### src/rtl/riscv_ctrl_pkg.sv
// Shared encodings for the multicycle RV32I control path: FSM states, opcodes,
// ALU codes, datapath mux selects and the ALU-op decoder interface.
package riscv_ctrl_pkg;

    typedef enum logic [3:0] {
        S_FETCH,
        S_DECODE,
        S_MEMADR,
        S_MEMREAD,
        S_MEMWB,
        S_MEMWRITE,
        S_EXECR,
        S_EXECI,
        S_LUI,
        S_ALUWB,
        S_BRANCH,
        S_JAL,
        S_JALR1,
        S_JALR2
    } state_e;

    localparam logic [6:0] OP_LOAD   = 7'b0000011;
    localparam logic [6:0] OP_STORE  = 7'b0100011;
    localparam logic [6:0] OP_RTYPE  = 7'b0110011;
    localparam logic [6:0] OP_ITYPE  = 7'b0010011;
    localparam logic [6:0] OP_LUI    = 7'b0110111;
    localparam logic [6:0] OP_BRANCH = 7'b1100011;
    localparam logic [6:0] OP_JAL    = 7'b1101111;
    localparam logic [6:0] OP_JALR   = 7'b1100111;

    localparam logic [2:0] ALU_ADD  = 3'd0;
    localparam logic [2:0] ALU_SUB  = 3'd1;
    localparam logic [2:0] ALU_AND  = 3'd2;
    localparam logic [2:0] ALU_OR   = 3'd3;
    localparam logic [2:0] ALU_XOR  = 3'd4;
    localparam logic [2:0] ALU_SLT  = 3'd5;
    localparam logic [2:0] ALU_SLTU = 3'd6;

    localparam logic [1:0] RES_ALUOUT    = 2'b00;
    localparam logic [1:0] RES_DATA      = 2'b01;
    localparam logic [1:0] RES_ALURESULT = 2'b10;

    localparam logic [1:0] SRCA_PC    = 2'b00;
    localparam logic [1:0] SRCA_OLDPC = 2'b01;
    localparam logic [1:0] SRCA_REGA  = 2'b10;
    localparam logic [1:0] SRCA_ZERO  = 2'b11;

    localparam logic [1:0] SRCB_REGB = 2'b00;
    localparam logic [1:0] SRCB_IMM  = 2'b01;
    localparam logic [1:0] SRCB_FOUR = 2'b10;

    localparam logic [2:0] IMM_I = 3'b000;
    localparam logic [2:0] IMM_S = 3'b001;
    localparam logic [2:0] IMM_B = 3'b010;
    localparam logic [2:0] IMM_J = 3'b011;
    localparam logic [2:0] IMM_U = 3'b100;

    // ALU-op decoder modes and branch-condition selects.
    localparam logic [1:0] MODE_MEM    = 2'd0;
    localparam logic [1:0] MODE_R      = 2'd1;
    localparam logic [1:0] MODE_I      = 2'd2;
    localparam logic [1:0] MODE_BRANCH = 2'd3;

    localparam logic [2:0] BR_NEVER = 3'd0;
    localparam logic [2:0] BR_ZERO  = 3'd1;
    localparam logic [2:0] BR_NZERO = 3'd2;
    localparam logic [2:0] BR_LT    = 3'd3;
    localparam logic [2:0] BR_BGE   = 3'd4;

    function automatic logic [2:0] imm_src_for(input logic [6:0] op);
        case (op)
            OP_LOAD, OP_JALR, OP_ITYPE: imm_src_for = IMM_I;
            OP_STORE:                   imm_src_for = IMM_S;
            OP_BRANCH:                  imm_src_for = IMM_B;
            OP_JAL:                     imm_src_for = IMM_J;
            OP_LUI:                     imm_src_for = IMM_U;
            default:                    imm_src_for = 3'b000;
        endcase
    endfunction

endpackage

### src/rtl/alu_op_decoder.sv
// Maps instruction class plus funct3/funct7b5 to an ALUControl code and, for
// branches, the flag condition that decides whether the branch is taken.
module alu_op_decoder
    import riscv_ctrl_pkg::*;
(
    input  logic [1:0] mode_i,
    input  logic [2:0] funct3_i,
    input  logic       funct7b5_i,
    output logic [2:0] alu_control_o,
    output logic [2:0] br_cond_o
);

    // NOTE: every output gets a default before the case so no path infers a latch.
    always_comb begin
        alu_control_o = ALU_ADD;
        br_cond_o     = BR_NEVER;
        case (mode_i)
            MODE_R, MODE_I: begin
                case (funct3_i)
                    3'b000:  alu_control_o = (mode_i == MODE_R && funct7b5_i) ? ALU_SUB : ALU_ADD;
                    3'b100:  alu_control_o = ALU_XOR;
                    3'b110:  alu_control_o = ALU_OR;
                    3'b111:  alu_control_o = ALU_AND;
                    3'b010:  alu_control_o = ALU_SLT;
                    3'b011:  alu_control_o = ALU_SLTU;
                    default: alu_control_o = ALU_ADD;
                endcase
            end
            MODE_BRANCH: begin
                // Signed compares run slt and test zero; unsigned ones use the ALU's lt/bge flags.
                case (funct3_i)
                    3'b000:  begin alu_control_o = ALU_SUB; br_cond_o = BR_ZERO;  end
                    3'b001:  begin alu_control_o = ALU_SUB; br_cond_o = BR_NZERO; end
                    3'b100:  begin alu_control_o = ALU_SLT; br_cond_o = BR_NZERO; end
                    3'b101:  begin alu_control_o = ALU_SLT; br_cond_o = BR_ZERO;  end
                    3'b110:  begin alu_control_o = ALU_SUB; br_cond_o = BR_LT;    end
                    3'b111:  begin alu_control_o = ALU_SUB; br_cond_o = BR_BGE;   end
                    default: begin alu_control_o = ALU_SUB; br_cond_o = BR_NEVER; end
                endcase
            end
            default: ;
        endcase
    end

endmodule

### src/rtl/multicycle_controller.sv
// Main control FSM for the multicycle RV32I datapath: sequences each instruction
// and drives all datapath selects, write enables and the ALU operation.
module multicycle_controller
    import riscv_ctrl_pkg::*;
(
    input  logic       clk,
    input  logic       rst,
    input  logic [6:0] op,
    input  logic [2:0] funct3,
    input  logic       funct7b5,
    input  logic       zero,
    input  logic       lt,
    input  logic       bge,
    output logic       PCWrite,
    output logic       AdrSrc,
    output logic       MemWrite,
    output logic       IRWrite,
    output logic       RegWrite,
    output logic [1:0] ResultSrc,
    output logic [1:0] ALUSrcA,
    output logic [1:0] ALUSrcB,
    output logic [2:0] ImmSrc,
    output logic [2:0] ALUControl,
    output logic       illegal
);

    state_e     state_q, state_d;
    logic [1:0] alu_mode;
    logic [2:0] br_cond;
    logic       branch_taken;

    // NOTE: sequential state uses non-blocking assignment so every flop samples pre-edge values.
    always_ff @(posedge clk or posedge rst) begin
        if (rst) state_q <= S_FETCH;
        else     state_q <= state_d;
    end

    always_comb begin
        case (state_q)
            S_EXECR:  alu_mode = MODE_R;
            S_EXECI:  alu_mode = MODE_I;
            S_BRANCH: alu_mode = MODE_BRANCH;
            default:  alu_mode = MODE_MEM;
        endcase
    end

    alu_op_decoder u_alu_op_decoder (
        .mode_i        (alu_mode),
        .funct3_i      (funct3),
        .funct7b5_i    (funct7b5),
        .alu_control_o (ALUControl),
        .br_cond_o     (br_cond)
    );

    always_comb begin
        case (br_cond)
            BR_ZERO:  branch_taken = zero;
            BR_NZERO: branch_taken = ~zero;
            BR_LT:    branch_taken = lt;
            BR_BGE:   branch_taken = bge;
            default:  branch_taken = 1'b0;
        endcase
    end

    assign ImmSrc = imm_src_for(op);

    always_comb begin
        state_d   = state_q;
        PCWrite   = 1'b0;
        AdrSrc    = 1'b0;
        MemWrite  = 1'b0;
        IRWrite   = 1'b0;
        RegWrite  = 1'b0;
        ResultSrc = RES_ALUOUT;
        ALUSrcA   = SRCA_PC;
        ALUSrcB   = SRCB_REGB;
        illegal   = 1'b0;

        case (state_q)
            S_FETCH: begin
                IRWrite   = 1'b1;
                PCWrite   = 1'b1;
                ALUSrcA   = SRCA_PC;
                ALUSrcB   = SRCB_FOUR;
                ResultSrc = RES_ALURESULT;
                state_d   = S_DECODE;
            end
            S_DECODE: begin
                ALUSrcA = SRCA_OLDPC;
                ALUSrcB = SRCB_IMM;
                case (op)
                    OP_LOAD, OP_STORE: state_d = S_MEMADR;
                    OP_RTYPE:          state_d = S_EXECR;
                    OP_ITYPE:          state_d = S_EXECI;
                    OP_LUI:            state_d = S_LUI;
                    OP_BRANCH:         state_d = S_BRANCH;
                    OP_JAL:            state_d = S_JAL;
                    OP_JALR:           state_d = S_JALR1;
                    default: begin
                        illegal = 1'b1;
                        state_d = S_FETCH;
                    end
                endcase
            end
            S_MEMADR: begin
                ALUSrcA = SRCA_REGA;
                ALUSrcB = SRCB_IMM;
                state_d = (op == OP_STORE) ? S_MEMWRITE : S_MEMREAD;
            end
            S_MEMREAD: begin
                AdrSrc  = 1'b1;
                state_d = S_MEMWB;
            end
            S_MEMWB: begin
                ResultSrc = RES_DATA;
                RegWrite  = 1'b1;
                state_d   = S_FETCH;
            end
            S_MEMWRITE: begin
                AdrSrc   = 1'b1;
                MemWrite = 1'b1;
                state_d  = S_FETCH;
            end
            S_EXECR: begin
                ALUSrcA = SRCA_REGA;
                ALUSrcB = SRCB_REGB;
                state_d = S_ALUWB;
            end
            S_EXECI: begin
                ALUSrcA = SRCA_REGA;
                ALUSrcB = SRCB_IMM;
                state_d = S_ALUWB;
            end
            S_LUI: begin
                ALUSrcA = SRCA_ZERO;
                ALUSrcB = SRCB_IMM;
                state_d = S_ALUWB;
            end
            S_ALUWB: begin
                ResultSrc = RES_ALUOUT;
                RegWrite  = 1'b1;
                state_d   = S_FETCH;
            end
            S_BRANCH: begin
                // Target was computed into ALUOut during DECODE; the flags only gate the PC load.
                ALUSrcA   = SRCA_REGA;
                ALUSrcB   = SRCB_REGB;
                ResultSrc = RES_ALUOUT;
                PCWrite   = branch_taken;
                state_d   = S_FETCH;
            end
            S_JAL, S_JALR2: begin
                PCWrite   = 1'b1;
                ResultSrc = RES_ALUOUT;
                ALUSrcA   = SRCA_OLDPC;
                ALUSrcB   = SRCB_FOUR;
                state_d   = S_ALUWB;
            end
            S_JALR1: begin
                ALUSrcA = SRCA_REGA;
                ALUSrcB = SRCB_IMM;
                state_d = S_JALR2;
            end
            default: state_d = S_FETCH;
        endcase

        // Reset parks the FSM in FETCH; suppress its writes until reset is released.
        if (rst) begin
            PCWrite  = 1'b0;
            IRWrite  = 1'b0;
            RegWrite = 1'b0;
            MemWrite = 1'b0;
        end
    end

endmodule
### config.mk
export PLATFORM = sky130hd
export DESIGN_NAME = multicycle_controller
export DESIGN_NICKNAME = d
export VERILOG_FILES = /design/src/rtl/riscv_ctrl_pkg.sv /design/src/rtl/alu_op_decoder.sv /design/src/rtl/multicycle_controller.sv
export SDC_FILE = /design/constraint.sdc
export NUM_CORES = 1
export LEC_CHECK = 0
export ABC_AREA = 1
export CORE_ASPECT_RATIO = 1.4
export CORE_MARGIN = 2
export CORE_UTILIZATION = 38
export DETAILED_ROUTE_END_ITERATION = 6
export GPL_TIMING_DRIVEN = 0
export MAX_ROUTING_LAYER = met4
export PLACE_DENSITY = 0.76
export SYNTH_ARGS = -nofsm -noshare
export SYNTH_HDL_FRONTEND = slang
export SYNTH_HIERARCHICAL = 1
export SYNTH_SLANG_ARGS = --single-unit
### constraint.sdc
create_clock -name clk -period 2.3 [get_ports clk]
set_input_delay 0.345 -clock clk [delete_from_list [all_inputs] [get_ports clk]]
set_output_delay 0.345 -clock clk [all_outputs]
set_load 0.01 [all_outputs]
Word level (Yosys, flattened, before mapping)
Index checks and enable logic that the tools add are counted.

Add/subtract/negate cells: 0. Multipliers: 0. Div/mod/pow operators: 0. Order comparisons: 0. Eq/ne operators: 35. Shifts and indexed selects: 0. Multiplexer cells: 26. Bitwise gates (word level): 1. Reductions and logical operators: 16.

Operator list (number): 4-bit case mux with 7 select lines (1); 4-bit equality test (second input constant) (6); 3-bit case mux with 4 select lines (2); 4-bit case mux with 6 select lines (1); 7-bit by 6-bit equality test with 1-bit output (second input constant) (3); 7-bit equality test (second input constant) (3); 3-bit case mux with 6 select lines (1); 4-bit by 3-bit equality test with 1-bit output (second input constant) (4); 3-bit equality test (second input constant) (5); 5-bit OR reduction (3); 2-bit OR reduction (7); 3-bit by 2-bit equality test with 1-bit output (second input constant) (4); 2-bit case mux with 3 select lines (2); 1-bit two-way mux (11); 3-bit two-way mux (3); 4-bit by 2-bit equality test with 1-bit output (second input constant) (2); 2-bit case mux with 2 select lines (2); 8-bit OR reduction (1); 7-bit by 2-bit equality test with 1-bit output (second input constant) (1); 7-bit by 5-bit equality test with 1-bit output (second input constant) (1); 3-bit by 1-bit equality test with 1-bit output (second input constant) (2); 3-bit case mux with 2 select lines (1); 3-bit OR reduction (2); 2-bit equality test (second input constant) (2); other kinds (8) (8).

Bits in registers: 4. Bits in latches: 0. Memory bits (writable): 0. Memory bits (read-only): 0. Input bits: 16. Memories kept: 0.

Depth between registers and ports, before layout
Gate-level depths: netlist of the first run.

Depth after elaboration: 8. Mapped depth: 14. Depth with buffers taken out: 14.

Hierarchy
Netlist of the first run, hierarchy kept.

By module, submodules not included: multicycle_controller (instances 1, cells each 113, area an instance 605.6 µm², seq. area each 100.1 µm²); alu_op_decoder (instances 1, cells each 32, area an instance 170.2 µm², seq. area each 0.0 µm²).

Least setup slack after synthesis of the first run
Ideal clock, no wire load.

Path type: register -> output. Start point: reg state_q[1]. End point: out PCWrite. Arrival: 1.923 ns. Path slack: 0.032 ns. Stages on the path, launching flop included: 14. Buffers on the path: 0. Cell sequence: dfrtp_1 > inv_1 > nor2_1 > inv_1 > o21ai_0 > ha_1 > inv_1 > a211oi_1 > inv_1 > nand2_1 > nand3_1 > nand2_1 > nand2_1 > a21oi_2.

Longest elaborated chain between the ends: 8. Elaborated cells between the ends (all ways): 17.

Ends and longest elaborated chain: from (decl) (line multicycle_controller.sv:27) `state_e state_q, state_d;`; from (signal assigned) (line multicycle_controller.sv:35) `else state_q <= state_d;`; 4-bit equality test or 4-bit by 3-bit equality test with 1-bit output (tied branches) (line multicycle_controller.sv:39) `case (state_q)`; 2-bit case mux with 3 select lines * (line multicycle_controller.sv:39); via alu_mode[0] (line multicycle_controller.sv:28) `logic [1:0] alu_mode;`; 2-bit equality test * (line alu_op_decoder.sv:17) `case (mode_i)`; 3-bit two-way mux * (line alu_op_decoder.sv:17); via br_cond[1] (line multicycle_controller.sv:29) `logic [2:0] br_cond;`; 3-bit equality test, or another cell as far along (line multicycle_controller.sv:56) `case (br_cond)`; 1-bit case mux with 4 select lines * (line multicycle_controller.sv:56); 1-bit case mux with 2 select lines * (line multicycle_controller.sv:79) `case (state_q)`; 1-bit two-way mux * (line multicycle_controller.sv:168) `if (rst) begin`; to (decl) (line multicycle_controller.sv:14) `output logic PCWrite,`.

The timed path passes the listed nets; every way through them passes the cells marked *.

Worst setup path after layout of the first run
Ends and elaborated chain as after synthesis.

==> out/metrics.yaml, run 1 <==
status: "finished with violations"
violations: "negative setup slack"
die_x_um: 42.2
dpl_cell_area_mm2: 0.00113
ant_nets: 0
power_density_mw_per_mm2: 528
tns_ns: -0.0938
ir_worst_vdd_uv: 519
fin_skew_ns: 0.000203
area_delta_synth_final_pct: 73.4
rsz0062_at_grt: "true"
finalCriticalPeriod_ns: 2.37
drv_slew: 0
initial_core_util_pct: 39.8
cts_made_buffers: 3
reg.largest.list: "state_q (4)"
globalRouteTotalUtil_pct: 21.4
largest_register: "state_q"
drive_above_1_share_pct: 30.9
rows: 19
crit_type: "flip-flop to output port"
grt_pass1_wl_um: 4080
cts.sinks: 4
critical-path-top-delay-family: "compound AO/OA/AOI/OAI gates"
grt_max_degree: 8
syn-num-nets: 164
stdcell_area_mm2: 0.00135
grt_antenna_before_repair: 0
vias_per_cell: 5.03
syn-instance-count: 145
clk_latency_ns: 0.23
cts_tree: "yes"
cpPeakStageDelay_ns: 0.37
dp_hpwl_um: 1740
cp.required_ns: 1.96
io_buffers: 33
path_clk_slew_ns: 0.04
layout_setup_ws_ns: -0.0703
core_area_mm2: 0.00195
wl_per_cell_um: 11.4
grt_pass1_vias: 1082
place_congestion: 0.806
htreeDepth: 1
synth_cell_types: 23
pre_cts_slack_ns: -0.765
drc: 0
fin_crit_sh_pct: 103
num_antenna_cells: 0
netlist_area_um2: 776
hold_viol: 0
max-slew-margin-rel_pct: 84.0
largest_register_ffs: 4
pin_count: 34
power_uw: 711
cpMaxStageDelayCell: "dfrtp_1"
cp-start-kind: "flip-flop"
finalSetupViolations: 2
yosys_warnings: 6
arrival_ns: 2.03
ys_seq_area_share_pct: 12.9
cts_root_buf: "clkbuf_4"
synth.ff_latch_count: 4
p_leak_nw: 0.699
firstDrtPassIters: 4
cp_cell_sequence: "inv_2 > nor2_4 > inv_2 > o21ai_4 > ha_4 > inv_2 > a211oi_2 > inv_1 > nand2_1 > nand3_1 > nand2_1 > nand2_1 > a21oi_2 > buf_2"
drt_iter0_markers: 15
synth.avg_cell_area_um2: 5.35
wirelength_um: 2440
critical_path.max_fanout: 4
achievable-frequency_mhz: 422
path_buf_inv: 5
fin_nets: 215
die_y_um: 57.5
overflow: 0
cap_violations: 0
hold_class: "input pin to asynchronous set/reset pin"
clockBufferDepth: 2
vias: 1082
dieArea_mm2: 0.00242
cp-end-kind: "output port"
tightestPinTransition_ns: 0.240
postCtsHoldBufs: 0
==> report_power, final <==
part	leakage [nW]	switching (mW)	total (mW)	internal (mW)
sequential	0.0506	0.0244	0.113	0.0882
combinational	0.634	0.261	0.515	0.254
clock	0.0138	0.0244	0.0825	0.0581
==> final timing paths <==
kind | cells past startpoint | slack [ns] | from | end
max | 14 | -0.07 | state_q[1] | PCWrite
min | 2 | 0.44 | rst | state_q[3]
max reg2reg | 8 | 0.95 | state_q[3] | state_q[0]
min reg2reg | 5 | 0.78 | state_q[0] | state_q[1]
max in group asynchronous | 2 | 1.70 | rst | state_q[0]
min in group clk | 4 | 0.61 | op[6] | state_q[1]
==> cell families (layout without fill, tap and decap cells) <==
family | after synthesis | in the layout | synth area share (%)
AOI/OAI and AO/OA | 20 | 20 | 15.3
adders and majority gates | 3 | 3 | 4.84
buffers and inverters | 30 | 79 | 14.5
DFF | 4 | 4 | 12.9
and+or+nand+nor | 88 | 88 | 52.4
==> metal layers <==
layer  global-route usage, %  part of all wire, %  up-vias
met5                       -                    0        -
met2                    42.6                   58       31
li1                        -                    -      556
met4                    7.59                 0.57        0
met1                    20.2                   36      493
met3                    2.53                  5.1        2
==> cells in the mapped netlist <==
cell type,n,area [um^2]
nor3_1,5,25.0
nor3b_2,1,12.5
nor2_4,1,11.3
nor3_2,1,10.0
inv_2,4,15.0
nor2_2,4,25.0
nor4_1,1,6.26
nand2_1,40,150
nand4_1,1,6.26
a21oi_1,5,25.0
dfrtp_1,4,100
ha_1,3,37.5
o21ai_1,3,15.0
o21ai_0,6,30.0
inv_1,26,97.6
nor2_1,18,67.6
a211oi_1,1,7.51
a21oi_2,3,26.3
nand3b_1,1,7.51
nand3_1,11,55.1
nand2_4,1,11.3
nand2_2,3,18.8
o211ai_1,2,15.0
==> area by class of cell <==
class | count | area (um^2)
multi-input combinational | 111 | 664
fill | 178 | 604
timing repair buffer | 46 | 417
inverter | 30 | 113
sequential | 4 | 103
tap | 21 | 26.3
clock buffer | 3 | 22.5
==> repair_timing <==
item	4_1_cts	5_1_grt
endpoints found under the setup margin	5	8
pin swaps	4	0
buffers inserted	10	3
cloned	0	0
gates resized for setup	42	10
==> through the flow <==
step                utilization, %  hold slack, ns  cells
floorplan                        -           0.111    145
global placement              58.1           0.669    199
detailed placement            58.1           0.675    199
CTS                           66.4           0.434    212
global route                  69.0           0.472    215
finish                        69.0           0.440    215
==> placed cells by master (no fill, tap or decap), types with 2 or more instances in the layout <==
cell type / count
nor2_2: 5
inv_2: 9
nor3_1: 4
o21ai_1: 3
nand2_1: 37
clkbuf_4: 3
nor2_1: 13
buf_4: 13
nand3_1: 11
ha_4: 2
inv_1: 21
dfrtp_2: 2
a21oi_2: 4
nand2_2: 5
buf_2: 4
clkdlybuf4s50_1: 24
a21oi_1: 4
dfrtp_1: 2
o21ai_0: 5
nor2_4: 5
dlymetal6s2s_1: 4
nor3_2: 2
o211ai_1: 2
nand2_4: 2
Power figures use the tool's default switching activity.
==> run 2: changes to the inputs <==
--- a/config.mk
+++ b/config.mk
@@ -17,3 +17,4 @@
 export SYNTH_HDL_FRONTEND = slang
 export SYNTH_HIERARCHICAL = 1
 export SYNTH_SLANG_ARGS = --single-unit
+export TNS_END_PERCENT = 100
==> constraint.sdc (replaced) <==
create_clock -name clk -period 2.3 [get_ports clk]
set_input_delay 0.345 -clock clk [delete_from_list [all_inputs] [get_ports clk]]
set_output_delay 0.345 -clock clk [all_outputs]
set_load 0.005 [all_outputs]
==> run 2 against run 1 <==
  * Cell area rose by 5.5%
  * The run still ends with negative setup slack left
  * Clock skew barely moved
  * Clock power barely moved
  * Setup slack got worse by 0.087 ns
==> out/metrics.yaml, run 2 (synthesis results as in run 1) <==
critical-path-top-delay-family: "buffers and inverters"
final_common_cell: "nand2_1"
cp.required_ns: 1.96  # about the same
ant_nets: 0  # unchanged
fin_skew_ns: 0.000384  # +0.000181 ns
largest_register: "state_q"
overflow: 0  # unchanged
clockBufferDepth: 2  # unchanged
rsz0062_at_grt: "true"
htreeDepth: 1  # unchanged
arrival_ns: 2.11  # +0.08 ns
rrSetupSlack_ns: 1.00  # +0.05 ns
die_x_um: 42.2  # unchanged
tightestPinTransition_ns: 0.248  # +0.00801 ns
cts.sinks: 4  # unchanged
ir_worst_vdd_uv: 528  # +1.7%
max-slew-margin-rel_pct: 83.5  # -0.53 points
stdcell_area_mm2: 0.00142  # +5.5%
num_antenna_cells: 0  # unchanged
fin_crit_sh_pct: 107  # +3.8 points
drive_above_1_share_pct: 34.2  # +3.2 points
cts_tree: "yes"
wirelength_um: 2580  # +5.8%
status: "finished with violations"
area_delta_synth_final_pct: 82.9
finalSetupViolations: 4  # +2
place_congestion: 0.806  # unchanged
io_buffers: 33  # unchanged
largest_register_ffs: 4  # unchanged
cpPeakStageDelay_ns: 0.44  # +0.07 ns
grt_pass1_vias: 1089  # +0.65%
cp-start-kind: "flip-flop"
violations: "negative setup slack"
power_density_mw_per_mm2: 478  # -9.5%
dpl_cell_area_mm2: 0.00113  # unchanged
cts_root_buf: "clkbuf_4"
cp_cell_sequence: "nor2_4 > inv_2 > o21ai_4 > buf_4 > buf_6 > buf_4 > inv_1 > ha_4 > inv_1 > nor4_2 > buf_2"
wl_per_cell_um: 11.6  # +2.0%
path_buf_inv: 7  # +2
cp-end-kind: "output port"
grt_max_degree: 8  # unchanged
drt_iter0_markers: 23  # +8
cts_made_buffers: 3  # unchanged
vias: 1119  # +3.4%
rows: 19  # unchanged
globalRouteTotalUtil_pct: 22.4  # +0.99 points
drv_slew: 0  # unchanged
core_area_mm2: 0.00195  # unchanged
cpMaxStageDelayCell: "dfrtp_2"
rr_worst_depth: 7  # -1
dp_hpwl_um: 1740  # unchanged
crit_type: "flip-flop to output port"
grt_antenna_before_repair: 0  # unchanged
hold_viol: 0  # unchanged
clk_latency_ns: 0.23  # about the same
die_y_um: 57.5  # unchanged
reg.largest.list: "state_q (4)"
finalCriticalPeriod_ns: 2.46  # +0.0874 ns
achievable-frequency_mhz: 407  # -3.6%
initial_core_util_pct: 39.8  # unchanged
final_cell_mix: "nand2_1, clkdlybuf4s50_1, inv_1"
drc: 0  # unchanged
layout_setup_ws_ns: -0.158  # -0.0874 ns
fin_nets: 223  # +3.7%
dieArea_mm2: 0.00242  # unchanged
firstDrtPassIters: 4  # unchanged
critical_path.max_fanout: 5  # +1
hold_class: "input pin to asynchronous set/reset pin"
nFillCells: 173  # -2.8%
p_leak_nw: 0.722  # +3.3%
postCtsHoldBufs: 0  # unchanged
tns_ns: -0.410  # -0.317 ns
grt_pass1_wl_um: 4230  # +3.6%
vias_per_cell: 5.02  # -0.29%
cap_violations: 0  # unchanged
path_clk_slew_ns: 0.04  # about the same
pin_count: 34  # unchanged
cp_num_cells: 11  # -3
run 2: per-stage QoR:
step	std cells	power [mW]	hold WS (ns)	util (%)	setup slack (ns)
after floorplan	145	0.320	0.111	-	0.0750
after global placement	199	0.533	0.669	58.1	-0.670
after detailed placement	199	0.536	0.675	58.1	-0.730
after CTS	217	0.665	0.434	68.2	-0.0855
after global routing	223	0.737	0.472	72.8	-0.291
final	223	0.678	0.435	72.8	-0.158
run 2: repair_timing:
action	4_1_cts	5_1_grt
endpoints found under the setup margin	5	7
resized for setup	40	14
buffers inserted	15	6
pin swaps	6	7
run 2: worst register-to-register path, stage by stage, from the launching register on:
cell	delay [ns]
dfrtp_1	0.35
inv_2	0.08
buf_4	0.14
buf_4	0.14
nand2_4	0.10
nor2_2	0.07
nor3_2	0.18
nand3b_1	0.10
run 2: final timing paths:
kind                             from       endpoint
max in group asynchronous         rst     state_q[0]
max reg2reg                state_q[3]     state_q[0]
max                        state_q[0]  ALUControl[1]
min in group clk                op[6]     state_q[1]
min                               rst     state_q[3]
min reg2reg                state_q[3]     state_q[3]
run 2: layer usage:
layer | wire (um) | vias to the layer above | GRT usage, %
met5 | 0 | - | -
met4 | 26 | 0 | 7.14
met3 | 109 | 4 | 2.85
met2 | 1500 | 36 | 45.3
met1 | 944 | 506 | 20.8
li1 | - | 573 | -
run 2: final cells by class:
cell class | count | area, um^2 | share of cell area (%)
inverter | 30 | 115 | 8.11
timing repair buffer | 54 | 482 | 34.0
sequential | 4 | 103 | 7.23
tap | 21 | 26.3 | 1.85
clock buffer | 3 | 22.5 | 1.59
multi-input combinational | 111 | 671 | 47.3
run 2: where the power goes:
group	internal (mW)	total (mW)	switching (mW)	leakage, nW
logic	0.256	0.481	0.225	0.657
clock network	0.0581	0.0824	0.0244	0.0138
registers	0.0882	0.115	0.0267	0.0506
total	0.402	0.678	0.276	0.722
==> run 3: changes to the inputs <==
==> constraint.sdc (replaced) <==
create_clock -name clk -period 2.15 [get_ports clk]
set_input_delay 0.3225 -clock clk [delete_from_list [all_inputs] [get_ports clk]]
set_output_delay 0.3225 -clock clk [all_outputs]
set_load 0.005 [all_outputs]
==> run 3 against run 2 <==
  * The run still ends with negative setup slack left
  * Sequential power rose by 8%
  * Critical path depth rose by 4
  * Clock skew barely moved
  * Setup slack got worse by 0.10 ns
  * Power rose by 21%
  * Clock-buffer cell count did not move
  * Critical endpoint is now PCWrite
==> out/metrics.yaml, run 3 (synthesis results as in run 1) <==
postCtsHoldBufs: 0  # unchanged
largest_register_ffs: 4  # unchanged
core_area_mm2: 0.00195  # unchanged
place_congestion: 0.901  # +12%
cp-startpoint: "state_q[3]"
wl_per_cell_um: 13.7  # +18%
clk_latency_ns: 0.23  # about the same
cpMostUsedCell: "nand2_1"
cp-start-kind: "flip-flop"
cp_cell_sequence: "inv_2 > nand2_4 > nor2_4 > a21oi_2 > inv_2 > ha_4 > nand2_1 > nor2_2 > inv_1 > nand2_1 > nand3_2 > nand2_1 > nand2_1 > a21oi_2 > buf_2"
rows: 19  # unchanged
vias_per_cell: 5.25  # +4.6%
fin_crit_sh_pct: 112
hold_class: "input pin to asynchronous set/reset pin"
cp-end-kind: "output port"
pre_cts_slack_ns: -0.733  # -0.00295 ns
die_x_um: 42.2  # unchanged
cpPeakStageDelay_ns: 0.39  # -0.05 ns
reg.largest.list: "state_q (4)"
cts_made_buffers: 3  # unchanged
pin_count: 34  # unchanged
cp.required_ns: 1.83  # -0.13 ns
violations: "negative setup slack"
tightestPinTransition_ns: 0.300  # +0.0518 ns
dp.cells: 199  # unchanged
fin_nets: 223  # unchanged
largest_register: "state_q"
htreeDepth: 1  # unchanged
wirelength_um: 3060  # +18%
drt_iter0_markers: 17  # -26%
drc: 0  # unchanged
die_y_um: 57.5  # unchanged
finalCriticalPeriod_ns: 2.41
clockBufferDepth: 2  # unchanged
final_cell_mix: "nand2_1, buf_4, inv_1"
globalRouteTotalUtil_pct: 22.0  # -0.40 points
grt_pass1_wl_um: 4150  # -2.0%
grt_max_degree: 8  # unchanged
nFillCells: 154  # -11%
critical_path.max_fanout: 4  # -1
fin_skew_ns: 0.000627  # +0.000243 ns
max-slew-margin-rel_pct: 80.0  # -3.5 points
cts_root_buf: "clkbuf_4"
grt_antenna_before_repair: 0  # unchanged
multiInputGateArea_um2: 716  # +6.7%
ir_worst_vdd_uv: 580  # +9.8%
seq_area_um2: 103  # unchanged
ant_nets: 0  # unchanged
cts.sinks: 4  # unchanged
layout_setup_ws_ns: -0.261  # -0.103 ns
crit_type: "flip-flop to output port"
path_buf_inv: 4  # -3
dp_hpwl_um: 1700  # -1.8%
critical-path-top-delay-family: "simple AND/OR/NAND/NOR gates"
achievable-frequency_mhz: 415
grt_pass1_vias: 1103  # +1.3%
power_density_mw_per_mm2: 557  # +16%
initial_core_util_pct: 39.8  # unchanged
io_buffers: 33  # unchanged
arrival_ns: 2.09  # -0.02 ns
num_antenna_cells: 0  # unchanged
drive_above_1_share_pct: 39.6  # +5.4 points
cap_violations: 0  # unchanged
final_common_cell: "nand2_1"
finalSetupViolations: 4  # unchanged
r2r_start: "state_q[0]"
rsz0062_at_grt: "true"
overflow: 0  # unchanged
path_clk_slew_ns: 0.04  # about the same
cpMaxStageDelayCell: "dfrtp_1"
dieArea_mm2: 0.00242  # unchanged
final-instance-count-excl-fill: 223  # unchanged
status: "finished with violations"
area_delta_synth_final_pct: 90.2
cts_tree: "yes"
vias: 1170  # +4.6%
hold_viol: 0  # unchanged
firstDrtPassIters: 4  # unchanged
p_leak_nw: 0.806  # +12%
drv_slew: 0  # unchanged
[run 3: changes by cell type in the layout (fill, tap and decap cells not counted), moves of 3 or more]
cell and delta:
clkdlybuf4s50_1 -8, dlygate4sd2_1 +4, dlymetal6s2s_1 +4, inv_1 -3
nor2_1 -3, nor2_4 +3
[run 3: metal layers]
layer	wire length [um]	track usage (%)	up-vias
li1	-	-	571
met1	1110	19.4	544
met2	1760	42.2	48
met3	143	1.90	7
met4	42	15.2	0
met5	0	-	-
[run 3: per-stage QoR]
stage / util (%) / setup TNS [ns] / instance area [um^2] / power, mW / hold WS [ns]
3_3_place_gp: 58.1 / -1.52 / 1130 / 0.572 / 0.645
5_1_grt: 75.7 / -1.28 / 1480 / 0.874 / 0.452
6_report: 75.7 / -0.821 / 1480 / 0.821 / 0.421
2_1_floorplan: - / 0 / 776 / 0.343 / 0.0886
3_5_place_dp: 58.1 / -1.70 / 1130 / 0.575 / 0.658
4_1_cts: 67.3 / -0.598 / 1310 / 0.702 / 0.412
[run 3: timing repair]
| item | CTS | global route |
|---|---|---|
| setup buffers | 13 | 8 |
| setup endpoints to repair | 6 | 12 |
| resized for setup | 38 | 38 |
| pin swaps | 5 | 11 |
| cloned | 0 | 0 |
[run 3: worst paths after layout]
check	cells after the start	to	slack [ns]
hold / removal	2	state_q[3]	0.42
setup reg to reg	8	state_q[2]	0.66
max in group asynchronous	2	state_q[2]	1.57
min in group clk	5	state_q[2]	0.62
hold reg to reg	5	state_q[2]	0.80
setup / recovery	15	PCWrite	-0.26
[run 3: cell type report]
| type | count | share of cell area, % |
|---|---|---|
| well taps | 21 | 1.78 |
| inverters | 30 | 7.97 |
| flip-flops and latches | 4 | 6.96 |
| clock buffers | 3 | 1.53 |
| multi-input cells | 111 | 48.5 |
| repair buffers | 54 | 33.2 |
[run 3: where the power goes]
part	total, mW	leakage, nW	internal, mW	switching [mW]
clock network	0.0891	0.0138	0.0622	0.0269
registers	0.124	0.0506	0.0943	0.0301
logic	0.608	0.742	0.307	0.300
